### src/rtl/pq_pkg.sv
// Shared priority-queue types: default widths, sentinel key/value constants, op encoding.
// Optional replace operation is controlled by the PQ_REPLACE_EN macro in pq_shift_array.
package pq_pkg;

    localparam int PQ_KEY_WIDTH = 4;
    localparam int PQ_VAL_WIDTH = 4;
    localparam int PQ_CAPACITY  = 15;

    localparam logic [PQ_KEY_WIDTH-1:0] KEYINF = '1;
    localparam logic [PQ_KEY_WIDTH-1:0] KEY0   = '0;
    localparam logic [PQ_VAL_WIDTH-1:0] VAL0   = '0;
    localparam logic [PQ_KEY_WIDTH+PQ_VAL_WIDTH-1:0] KV_EMPTY = {KEYINF, VAL0};

    typedef enum logic [1:0] {
        PQ_NOP  = 2'd0,
        PQ_ENQ  = 2'd1,
        PQ_DEQ  = 2'd2,
        PQ_REPL = 2'd3
    } pq_op_t;

endpackage

### src/rtl/pq_slot.sv
// One sorted-array slot (valid + {key,value}); next state chosen from self, left or right neighbour, or kvi.
// Latency: one cycle. No backpressure; legality of op is decided by the parent.
module pq_slot
    import pq_pkg::*;
#(
    parameter int KW    = 4,
    parameter int VW    = 4,
    parameter bit FIRST = 1'b0
) (
    input  logic           clk,
    input  logic           rst,
    input  pq_op_t         op,
    input  logic [KW+VW-1:0] kvi,
    input  logic           left_vld,
    input  logic           left_flag,
    input  logic [KW+VW-1:0] left_kv,
    input  logic           right_vld,
    input  logic           right_flag,
    input  logic [KW+VW-1:0] right_kv,
    output logic           vld,
    output logic [KW+VW-1:0] kv,
    output logic           flag
);

    logic           nxt_vld;
    logic [KW+VW-1:0] nxt_kv;

    // "<=" keeps ties FIFO: the new entry lands after every equal key.
    assign flag = vld && (kv[KW+VW-1:VW] <= kvi[KW+VW-1:VW]);

    always_comb begin
        nxt_vld = vld;
        nxt_kv  = kv;
        case (op)
            PQ_ENQ: begin
                if (!flag) begin
                    if (left_flag) begin
                        nxt_vld = 1'b1;
                        nxt_kv  = kvi;
                    end else begin
                        nxt_vld = left_vld;
                        nxt_kv  = left_kv;
                    end
                end
            end
            PQ_DEQ: begin
                nxt_vld = right_vld;
                nxt_kv  = right_kv;
            end
            PQ_REPL: begin
                if (right_flag) begin
                    nxt_vld = right_vld;
                    nxt_kv  = right_kv;
                end else if (FIRST || flag) begin
                    nxt_vld = 1'b1;
                    nxt_kv  = kvi;
                end
            end
            default: ;
        endcase
    end

    always_ff @(posedge clk or posedge rst) begin
        if (rst) begin
            vld <= 1'b0;
            kv  <= {{KW{1'b1}}, {VW{1'b0}}};
        end else begin
            vld <= nxt_vld;
            kv  <= nxt_kv;
        end
    end

endmodule

### src/rtl/pq_shift_array.sv
// Shift-register priority queue, min key at head; one-cycle enq/deq, registered head, sticky err.
// Latency: op in cycle n visible after edge n+1. No handshake: full/empty are the flow control. Macro: PQ_REPLACE_EN.
module pq_shift_array
    import pq_pkg::*;
#(
    parameter int KEY_WIDTH = PQ_KEY_WIDTH,
    parameter int VAL_WIDTH = PQ_VAL_WIDTH,
    parameter int CAPACITY  = PQ_CAPACITY,
    localparam int CNT_W    = $clog2(CAPACITY + 1),
    localparam int KVW      = KEY_WIDTH + VAL_WIDTH
) (
    input  logic             clk,
    input  logic             rst,
    input  logic             enq,
    input  logic             deq,
    input  logic [KVW-1:0]   kvi,
    output logic [KVW-1:0]   kvo,
    output logic             full,
    output logic             empty,
    output logic [CNT_W-1:0] count,
    output logic             err
);

    localparam logic [KVW-1:0] KV_NONE = {{KEY_WIDTH{1'b1}}, {VAL_WIDTH{1'b0}}};

    // Index CAPACITY is a permanently empty sentinel to the right of the last slot.
    logic [CAPACITY:0] vld_a;
    logic [CAPACITY:0] flag_a;
    logic [KVW-1:0]    kv_a [CAPACITY+1];
    pq_op_t            op;
    logic              bad;

    assign vld_a[CAPACITY]  = 1'b0;
    assign flag_a[CAPACITY] = 1'b0;
    assign kv_a[CAPACITY]   = KV_NONE;

    assign full  = (count == CNT_W'(CAPACITY));
    assign empty = (count == '0);
    assign kvo   = kv_a[0];

    always_comb begin
        op  = PQ_NOP;
        bad = 1'b0;
        case ({enq, deq})
            2'b10: if (full)  bad = 1'b1; else op = PQ_ENQ;
            2'b01: if (empty) bad = 1'b1; else op = PQ_DEQ;
            2'b11: begin
`ifdef PQ_REPLACE_EN
                if (empty) begin
                    op  = PQ_ENQ;
                    bad = 1'b1;
                end else begin
                    op  = PQ_REPL;
                end
`else
                bad = 1'b1;
                if (!empty) op = PQ_DEQ;
`endif
            end
            default: ;
        endcase
    end

    for (genvar i = 0; i < CAPACITY; i++) begin : g_slot
        logic           l_vld;
        logic           l_flag;
        logic [KVW-1:0] l_kv;

        // Slot 0 sees a virtual left neighbour whose flag is always set.
        if (i == 0) begin : g_head
            assign l_vld  = 1'b0;
            assign l_flag = 1'b1;
            assign l_kv   = KV_NONE;
        end else begin : g_body
            assign l_vld  = vld_a[i-1];
            assign l_flag = flag_a[i-1];
            assign l_kv   = kv_a[i-1];
        end

        pq_slot #(
            .KW    (KEY_WIDTH),
            .VW    (VAL_WIDTH),
            .FIRST (i == 0)
        ) u_slot (
            .clk        (clk),
            .rst        (rst),
            .op         (op),
            .kvi        (kvi),
            .left_vld   (l_vld),
            .left_flag  (l_flag),
            .left_kv    (l_kv),
            .right_vld  (vld_a[i+1]),
            .right_flag (flag_a[i+1]),
            .right_kv   (kv_a[i+1]),
            .vld        (vld_a[i]),
            .kv         (kv_a[i]),
            .flag       (flag_a[i])
        );
    end

    always_ff @(posedge clk or posedge rst) begin
        if (rst) begin
            count <= '0;
            err   <= 1'b0;
        end else begin
            if (op == PQ_ENQ)      count <= count + 1'b1;
            else if (op == PQ_DEQ) count <= count - 1'b1;
            if (bad) err <= 1'b1;
        end
    end

endmodule

### config.mk
export PLATFORM = sky130hd
export DESIGN_NAME = pq_shift_array
export DESIGN_NICKNAME = d
export VERILOG_FILES = /design/src/rtl/pq_pkg.sv /design/src/rtl/pq_slot.sv /design/src/rtl/pq_shift_array.sv
export SDC_FILE = /design/constraint.sdc
export NUM_CORES = 1
export LEC_CHECK = 0
export ABC_AREA = 1
export CAP_MARGIN = 20
export CORE_UTILIZATION = 45
export DETAILED_ROUTE_END_ITERATION = 6
export GPL_ROUTABILITY_DRIVEN = 0
export SLEW_MARGIN = 20
export SYNTH_ARGS = -nofsm -noshare
export SYNTH_HDL_FRONTEND = slang
export SYNTH_SLANG_ARGS = --single-unit
### constraint.sdc
create_clock -name clk -period 6.4 [get_ports clk]
set_clock_uncertainty 0.15 [all_clocks]
set_input_delay 1.6 -clock clk [delete_from_list [all_inputs] [get_ports clk]]
set_output_delay 1.6 -clock clk [all_outputs]
set_load 0.05 [all_outputs]
; ---- Word-level counts from Yosys, hierarchy flattened
; Index checks and enable logic that the tools add are counted.
[classes]
addsub = 2
multipliers = 0
n_div = 0
magnitude_cmp = 15
n_eq_ne = 10
n_shift = 0
n_mux = 100
n_bitwise = 0
n_reduce_logical = 22
[ops]
columns = op, count
row1 = case mux 8 bit (3 select lines), 15
row2 = two-way mux 8 bit, 31
row3 = less-or-equal comparator 4 bit, 15
row4 = case mux 1 bit (3 select lines), 16
row5 = two-way mux 1 bit, 34
row6 = logical AND 1 bit, 15
row7 = "equality test 2 bit, second input constant", 4
row8 = two-way mux 4 bit, 2
row9 = AND reduction 2 bit, 3
row10 = "adder 4 x 1 -> 4 bit, second input constant", 1
row11 = "equality test 2 x 1 -> 1 bit, second input constant", 2
row12 = "equality test 4 bit, second input constant", 1
row13 = logical NOT 4 bit, 1
row14 = "inequality test 2 bit, second input constant", 2
row15 = case mux 2 bit (2 select lines), 1
row16 = "subtractor 4 x 1 -> 4 bit, second input constant", 1
row17 = nonzero test 3 bit, 1
row18 = two-way mux 2 bit, 1
row19 = "inequality test 2 x 1 -> 1 bit, second input constant", 1
row20 = nonzero test 2 bit, 1
row21 = OR reduction 2 bit, 1
[word_totals]
regBits = 140
latch_bits = 0
mem_bits_rw = 0
romBits = 0
input_bits = 12
output_inout_bits = 15
wordCells = 181
n_memories = 0

; ---- Depth between registers and ports, before layout
; Gate-level depths: netlist (run 1).
[logic_depth]
ltp_word = 6
ltp_mapped = 16
mapped_depth_nobuf = 15

; ---- Modules after synthesis
; From an unflattened synthesis (run 1), not the netlist that was laid out.
[hier_totals]
hier_cells = 1943
area_unflattened_um2 = 13281.5
[modules_own_cells]
columns = mod, n_inst, cells_per_inst, area_per_inst_um2, seq_area_each_um2
row1 = pq_slot (g_slot[10].u_slot ...), 10, 128, 883.3, 230.2
row2 = pq_slot (g_slot[7].u_slot ...), 3, 126, 828.3, 230.2
row3 = pq_slot (g_slot[6].u_slot), 1, 126, 839.6, 230.2
row4 = pq_slot (g_slot[0].u_slot), 1, 110, 752.0, 230.2
row5 = pq_shift_array, 1, 49, 371.6, 125.1

; ---- Worst setup path after synthesis (run 1)
; OpenSTA, ideal clock, no wires.
[synth_path]
kind = flip-flop to flip-flop
start = register count[0]
end = register count[3]
setup_ps = 146
arrival_time_ps = 3321
required_time_ps = 6104
setup_slack_ps = 2784
path_stages_with_launch = 13
n_path_buf = 0
synth_period_minus_slack_ps = 3616
path_cell_list = dfrtp_1 nor4_2 nor2_1 inv_1 ha_1 inv_1 ha_1 a21o_1 a21oi_1 nand2_1 nand2_1 nor2_1 xor2_1
[synth_between]
elab_chain_cells = 5
elab_cells_between_ends = 12
cone_classes = 2 x add/sub / 3 x eq/ne / 5 x mux / 2 x reduce/logical
[synth_rtl]
columns = item, line_no
row1 = from (decl), pq_shift_array.sv:20  ; output logic [CNT_W-1:0] count,
row2 = from (signal assigned), pq_shift_array.sv:106  ; if (op == PQ_ENQ) count <= count + 1'b1;
row3 = from (signal assigned), pq_shift_array.sv:107  ; else if (op == PQ_DEQ) count <= count - 1'b1;
row4 = logical NOT 4 bit (*), pq_shift_array.sv:38  ; assign empty = (count == '0);
row5 = named net empty, pq_shift_array.sv:19  ; output logic empty,
row6 = two-way mux 2 bit (*), "pq_shift_array.sv:46, pq_shift_array.sv:57"
row7 = case mux 2 bit (2 select lines) (*), pq_shift_array.sv:44  ; case ({enq, deq})
row8 = equality test 2 x 1 -> 1 bit / equality test 2 bit (equally long branches), "pq_shift_array.sv:106, pq_shift_array.sv:107"
row9 = two-way mux 4 bit / nonzero test 2 bit (equally long branches), n/a
; The timed path passes the listed nets; every way through them passes the cells marked *. The select of a mux whose other input is x is not followed.
; A chain may end at the register's enable or synchronous reset.

; ---- Worst setup path in the final report (run 1)
[layout_path]
start = input port kvi[5]
end = register g_slot[1].u_slot.vld
[layout_between]
elab_chain_cells = 5
elab_cells_between_ends = 13
cone_classes = 3 x order compare / 1 x eq/ne / 5 x mux / 4 x reduce/logical
[layout_rtl]
columns = item, line_no
row1 = from (decl), pq_shift_array.sv:16  ; input logic [KVW-1:0] kvi,
row2 = less-or-equal comparator 4 bit, pq_slot.sv:29  ; assign flag = vld && (kv[KW+VW-1:VW] <= kvi[KW+VW-1:VW]);
row3 = logical AND 1 bit, pq_slot.sv:29
row4 = two-way mux 1 bit (2 in series), n/a
row5 = case mux 1 bit (3 select lines), pq_slot.sv:34  ; case (op)
row6 = to (signal assigned), pq_slot.sv:68  ; vld <= nxt_vld;
row7 = to (decl), pq_slot.sv:20  ; output logic vld,
; Parallel ways exist; a longest one is shown, timed or not. The select of a mux whose other input is x is not followed.

==> flow_summary.toml, run 1 <==
[setup_path]
crit_buf_inv = 5
crit_family = "buffers and inverters"
rr_endpoint = "g_slot[0].u_slot.kv[6]"
cpMaxStageDelayCell = "ha_1"
crit_chain = "clkdlybuf4s50_1, buf_4, inv_1, ha_1, nand2_1, nand2_1, nand2_1, nand2_1, nand2_4, nand2_4, inv_2, nand2_4, nand2_2, inv_2, o21ai_0, o21ai_0"
critical_path.most_common_cell = "nand2_1"
timing.rr.start = "count[0]"
rrSetupSlack_ns = 3.21
cp_slowest_stage_delay_ns = 0.51
crit_type = "input pin to flip-flop"
worst_ep_required_time_ns = 6.61
cp.arrival_ns = 4.57
end_kind = "flip-flop"
cp-start-kind = "input pin"
rr_worst_depth = 9
crit_fanout = 23

[floorplan]
rows = 60
die_y_um = 169
die_w_um = 169
boundaryPins = 27
start_util_pct = 46.4
dieArea_um2 = 28700
coreArea_um2 = 27200

[route]
wire_per_inst_um = 16.6
vias = 12969
first_iter_violations = 1058
drtAntennaViolNets = 0
drt_wl_total_mm = 38.6
route.detailed.drc = 0
vias_per_cell = 5.57
drtPass1Iterations = 7

[timing]
tns_ns = 0
tightest_slew_ns = 1.10
finalSetupViolations = 0
finalHoldViolations = 0
period_needed_ns = 4.36
slew_violations = 0
period_share_pct = 68.1
rsz0062_at_grt = "false"
fmaxAchievable_mhz = 229
slew-limit-headroom_pct = 26.6

[cts]
clk_pin_slew_ns = 0.07
clock_path_buffers = 2
clock-sinks = 140
clk_latency_ns = 0.44
postCtsHoldBufs = 0
cts-root-buf = "clkbuf_16"
cts-resized-gates = 0
cts_made_buffers = 17
postCtsSetupBuffers = 0
ctsHtreeMaxLevel = 4
cts_tree = "done"

[logic_synthesis]
synthArstFlopShare_pct = 100
synth_area_per_cell_um2 = 6.32
synth_top_area_share_pct = 21.5
synth.yosys.warnings = 0
synth_edf_count = 0
synth_cells = 1993
yosysSeqAreaShare_pct = 28.4
synth_most_common_cell = "nand3_1"
netlist_area_um2 = 12600
synth_ff_type = "dfrtp_1"
synth_nets = 2072
synthTopCellsByArea = "nand3_1 22%, dfrtp_1 16%, nand2_1 15%"
ys_seq_elements = 140
synth_largest_area_cell = "nand3_1"
synth_cell_types = 32
yosys-top-cells-count = "542 x nand3_1, 519 x nand2_1, 271 x inv_1"

[power]
powerDensity_nw_per_um2 = 594
power_w = 0.00807
p_leak_nw = 7.07
ir_worst_vdd_v = 0.000282

[job]
cap_violations = 0

[hold_path]
holdPathEnd = "err"
hold_depth = 1
hold_class = "flip-flop to flip-flop"
hold_start = "err"

[place]
port_buffers = 26
placed_cell_area_um2 = 12900
place.detailed.hpwl_mm = 24.6

[grt]
grt_pass1_vias = 12720
antenna_found_initial = 0
overflow = 0
grt_pass1_wl_mm = 64.5
grt_usage_pct = 28.1
grt_max_degree = 205

[layout]
multiInputGateArea_um2 = 7410
syn2layout_area_growth_pct = 7.80
fillers = 2837
insertedDiodeCount = 0
fin_area_um2 = 13600
ff_latch_area_um2 = 3580
drive_gt1_share_pct = 9.10
fin_nets = 2023

[status]
status = "finished clean"
==> worst reg2reg max path, delay by kind of cell, from the launching register on <==
kind / cells / cell delay [ns]
flops: 1 / 0.50
simple gates: 4 / 0.72
buf+inv: 3 / 1.35
fa+ha+maj: 1 / 0.22
compound gates: 1 / 0.16
==> metal layers <==
layer | GRT usage, % | up-vias | routed length (um)
li1 | - | 6399 | -
met1 | 37.3 | 6180 | 17900
met2 | 47.2 | 320 | 17900
met3 | 3.94 | 70 | 1950
met4 | 8.19 | 0 | 797
met5 | 0 | - | 0
==> worst max path at each step <==
| stage | start | to | slack (ns) | depth (start not counted) |
|---|---|---|---|---|
| after floorplan | rst | count[0] | 1.0 | 1 |
| after global placement | kvi[5] | g_slot[7].u_slot.kv[0] | 1.61 | 16 |
| after detailed placement | kvi[5] | g_slot[10].u_slot.kv[3] | 1.60 | 16 |
| after CTS | kvi[5] | g_slot[10].u_slot.kv[3] | 2.05 | 16 |
| after global routing | kvi[5] | g_slot[1].u_slot.vld | 1.80 | 16 |
| final | kvi[5] | g_slot[1].u_slot.vld | 2.04 | 16 |
==> through the flow <==
stage          util (%)  worst slack, ns  cells  hold slack (ns)
3_5_place_dp       47.6             1.60   2297            0.316
5_1_grt            50.0             1.80   2329            0.385
3_3_place_gp       47.6             1.61   2297            0.309
6_report           50.0             2.04   2329            0.337
2_1_floorplan         -            0.996   1993            0.328
4_1_cts            50.0             2.05   2329            0.341
==> logic make-up (layout without fill, tap and decap cells) <==
kind of cell | after synthesis | in the layout | synth area share, %
DFF | 140 | 140 | 28.4
buffers and inverters | 400 | 364 | 13.1
and+or+nand+nor | 1144 | 1144 | 41.7
adders and majority gates | 67 | 67 | 6.71
xor gates and xnor gates | 3 | 3 | 0.209
AOI/OAI and AO/OA | 239 | 239 | 9.81
==> final cells by class <==
class                           count  share of cell area, %
Clock buffer                       22                   3.57
Tap cell                          372                   3.43
Sequential cell                   140                   26.3
Timing Repair Buffer               37                   2.73
Inverter                          295                   8.21
Multi-Input combinational cell   1453                   54.5
Clock inverter                     10                   1.20
==> power by group <==
group | leakage [nW] | switching (W) | internal [W] | total [W]
Clock | 0.301 | 0.000432 | 0.000694 | 0.00113
Combinational | 5.24 | 0.00325 | 0.00159 | 0.00484
Sequential | 1.53 | 0.000606 | 0.00149 | 0.00210
==> cell usage in the layout (no fill, tap or decap), types with 3 or more instances in the layout <==
cell             Yosys  routed
clkdlybuf4s50_1      0      24
clkinvlp_4           0       5
o21ai_0             50      50
a21oi_1            157     157
dfstp_2             60      60
nor2_1              35      35
buf_12               0       3
nand2_2             10      10
buf_4                3       8
inv_1              271     270
ha_4                 0       3
nand3_1            542     542
ha_1                66      63
o21ai_1             20      20
clkbuf_8             0       4
a22oi_1              5       5
bufinv_16            0       4
nand3_2              4       4
inv_2               24      24
clkbuf_16            0      17
nand2_1            519     519
nand2_4             28      28
dfrtp_1             80      80
==> flip-flops by register name, indices dropped and copies added, names as in the netlist <==
name	flops
g_slot.u_slot.kv	120
err	1
g_slot.u_slot.vld	15
count	4
Power figures use the tool's default switching activity.
==> run 2: changes to the inputs <==
clock period = 4.5 ns   (was 6.4 ns; I/O delays follow)
==> run 2 against run 1 <==
Net effect:
- worst hold slack worse by 0.015 ns
- via count is 0.30% higher
- non-clock buffer count is 14 higher
- sequential power is 42% higher
- register-to-register slack worse by 1.7 ns
- power is 43% higher
- sequential share of layout area is 0.31 points lower
- worst setup slack worse by 1.2 ns
- critical path type unchanged
==> flow_summary.toml, run 2 (synthesis gave the netlist of run 1 again) <==
[place]
place.detailed.hpwl_mm = 26.0
port_buffers = 26
placed_cell_area_um2 = 13100

[route]
drtPass1Iterations = 5
route.detailed.drc = 0
drt_wl_total_mm = 38.9
wire_per_inst_um = 16.6
first_iter_violations = 908
drtAntennaViolNets = 0
vias_per_cell = 5.55
vias = 13008

[floorplan]
start_util_pct = 46.4
die_y_um = 169
boundaryPins = 27
rows = 60
die_w_um = 169
coreArea_um2 = 27200
dieArea_um2 = 28700

[hold_path]
hold_depth = 1
hold_class = "flip-flop to flip-flop"
holdPathEnd = "err"
hold_start = "err"

[timing]
period_needed_ns = 3.64
hold_slack_ns = 0.322
slew-limit-headroom_pct = 33.1
rsz0062_at_grt = "false"
tightest_slew_ns = 1.00
fmaxAchievable_mhz = 274
tns_ns = 0
period_share_pct = 81.0
finalHoldViolations = 0
finalSetupViolations = 0
slew_violations = 0

[layout]
fin_nets = 2037
top_regs = "g_slot.u_slot.kv: 120 flops, g_slot.u_slot.vld: 15 flops, count: 4 flops"
final_common_cell = "nand3_1"
fillers = 2822
ff_latch_area_um2 = 3580
fin_area_um2 = 13700
multiInputGateArea_um2 = 7410
regMostFlops = "g_slot.u_slot.kv"
insertedDiodeCount = 0
syn2layout_area_growth_pct = 9.09
layout_common_cells = "542 x nand3_1, 519 x nand2_1, 270 x inv_1"
largest_reg_flops = 120
drive_gt1_share_pct = 9.64

[setup_path]
crit_type = "input pin to flip-flop"
timing.rr.start = "count[0]"
crit_chain = "clkdlybuf4s50_1, inv_1, ha_1, a21oi_1, nand2_1, nand2_4, nand2_4, inv_2, nand2_1, nand3_1, nand3_1, nand2_1, inv_1"
critical_path.most_common_cell = "nand2_1"
rr_endpoint = "count[3]"
crit_family = "buffers and inverters"
rr_worst_depth = 12
cp.arrival_ns = 3.83
crit_buf_inv = 4
end_kind = "flip-flop"
cpMaxStageDelayCell = "inv_1"
cp_slowest_stage_delay_ns = 0.68
worst_ep_required_time_ns = 4.69
cp-start-kind = "input pin"
crit_fanout = 17
rrSetupSlack_ns = 1.50

[cts]
cts_tree = "done"
cts-root-buf = "clkbuf_16"
ctsHtreeMaxLevel = 4
clk_latency_ns = 0.44
clk_pin_slew_ns = 0.07
postCtsHoldBufs = 0
postCtsSetupBuffers = 0
cts-resized-gates = 0
cts_made_buffers = 17
clock_path_buffers = 2
clock-sinks = 140

[grt]
grt_pass1_wl_mm = 63.8
grt_max_degree = 89
overflow = 0
grt_usage_pct = 27.9
grt_pass1_vias = 12336
antenna_found_initial = 0

[power]
ir_worst_vdd_v = 0.000413
p_leak_nw = 7.16
powerDensity_nw_per_um2 = 837

[job]
cap_violations = 0

[status]
status = "finished clean"
-- run 2: cell count changes in the layout (fill, tap and decap cells not counted) --
cell | before | now
buf_4 | 8 | 16
clkinvlp_4 | 5 | 3
buf_12 | 3 | 9
clkinv_4 | 0 | 2
buf_2 | 2 | 1
clkdlybuf4s50_1 | 24 | 25
clkinv_2 | 1 | 3
clkbuf_8 | 4 | 2
inv_8 | 1 | 0
clkbuf_1 | 1 | 2
-- run 2: how the worst max path moves through the flow --
stage | startpoint | end | slack [ns] | depth (start not counted)
detailed placement | kvi[7] | g_slot[7].u_slot.kv[2] | 0.39 | 13
finish | kvi[7] | g_slot[7].u_slot.kv[3] | 0.86 | 13
global placement | kvi[7] | g_slot[7].u_slot.kv[3] | 0.41 | 13
global route | kvi[7] | g_slot[11].u_slot.kv[0] | 0.58 | 13
floorplan | count[0] | count[3] | 0.88 | 12
CTS | kvi[7] | g_slot[7].u_slot.kv[3] | 0.85 | 13
-- run 2: per-layer routing --
| layer | routed length (um) | GRT usage, % |
|---|---|---|
| met5 | 0 | 0 |
| met4 | 808 | 7.91 |
| met3 | 2050 | 3.78 |
| met2 | 18100 | 46.2 |
| met1 | 18000 | 37.8 |
-- run 2: power by group --
part,total (W),switching [W],internal (W)
clock,0.00157,0.000613,0.000957
sequential,0.00298,0.000850,0.00213
combinational,0.00695,0.00466,0.00230
total,0.0115,0.00612,0.00538
-- run 2: layout make-up --
class | instances | share of cell area, %
Sequential cell | 140 | 26.0
Tap cell | 372 | 3.39
Timing Repair Buffer | 51 | 4.04
Clock inverter | 11 | 1.22
Inverter | 295 | 8.08
Multi-Input combinational cell | 1453 | 53.9
Clock buffer | 21 | 3.35
-- run 2: metrics by stage --
stage | std cells | total power, W | util, % | setup WS, ns
2_1_floorplan | 1993 | 0.00834 | - | 0.884
3_3_place_gp | 2311 | 0.00981 | 48.3 | 0.414
3_5_place_dp | 2311 | 0.00989 | 48.3 | 0.394
4_1_cts | 2343 | 0.0115 | 50.6 | 0.855
5_1_grt | 2343 | 0.0127 | 50.6 | 0.582
6_report | 2343 | 0.0115 | 50.6 | 0.855
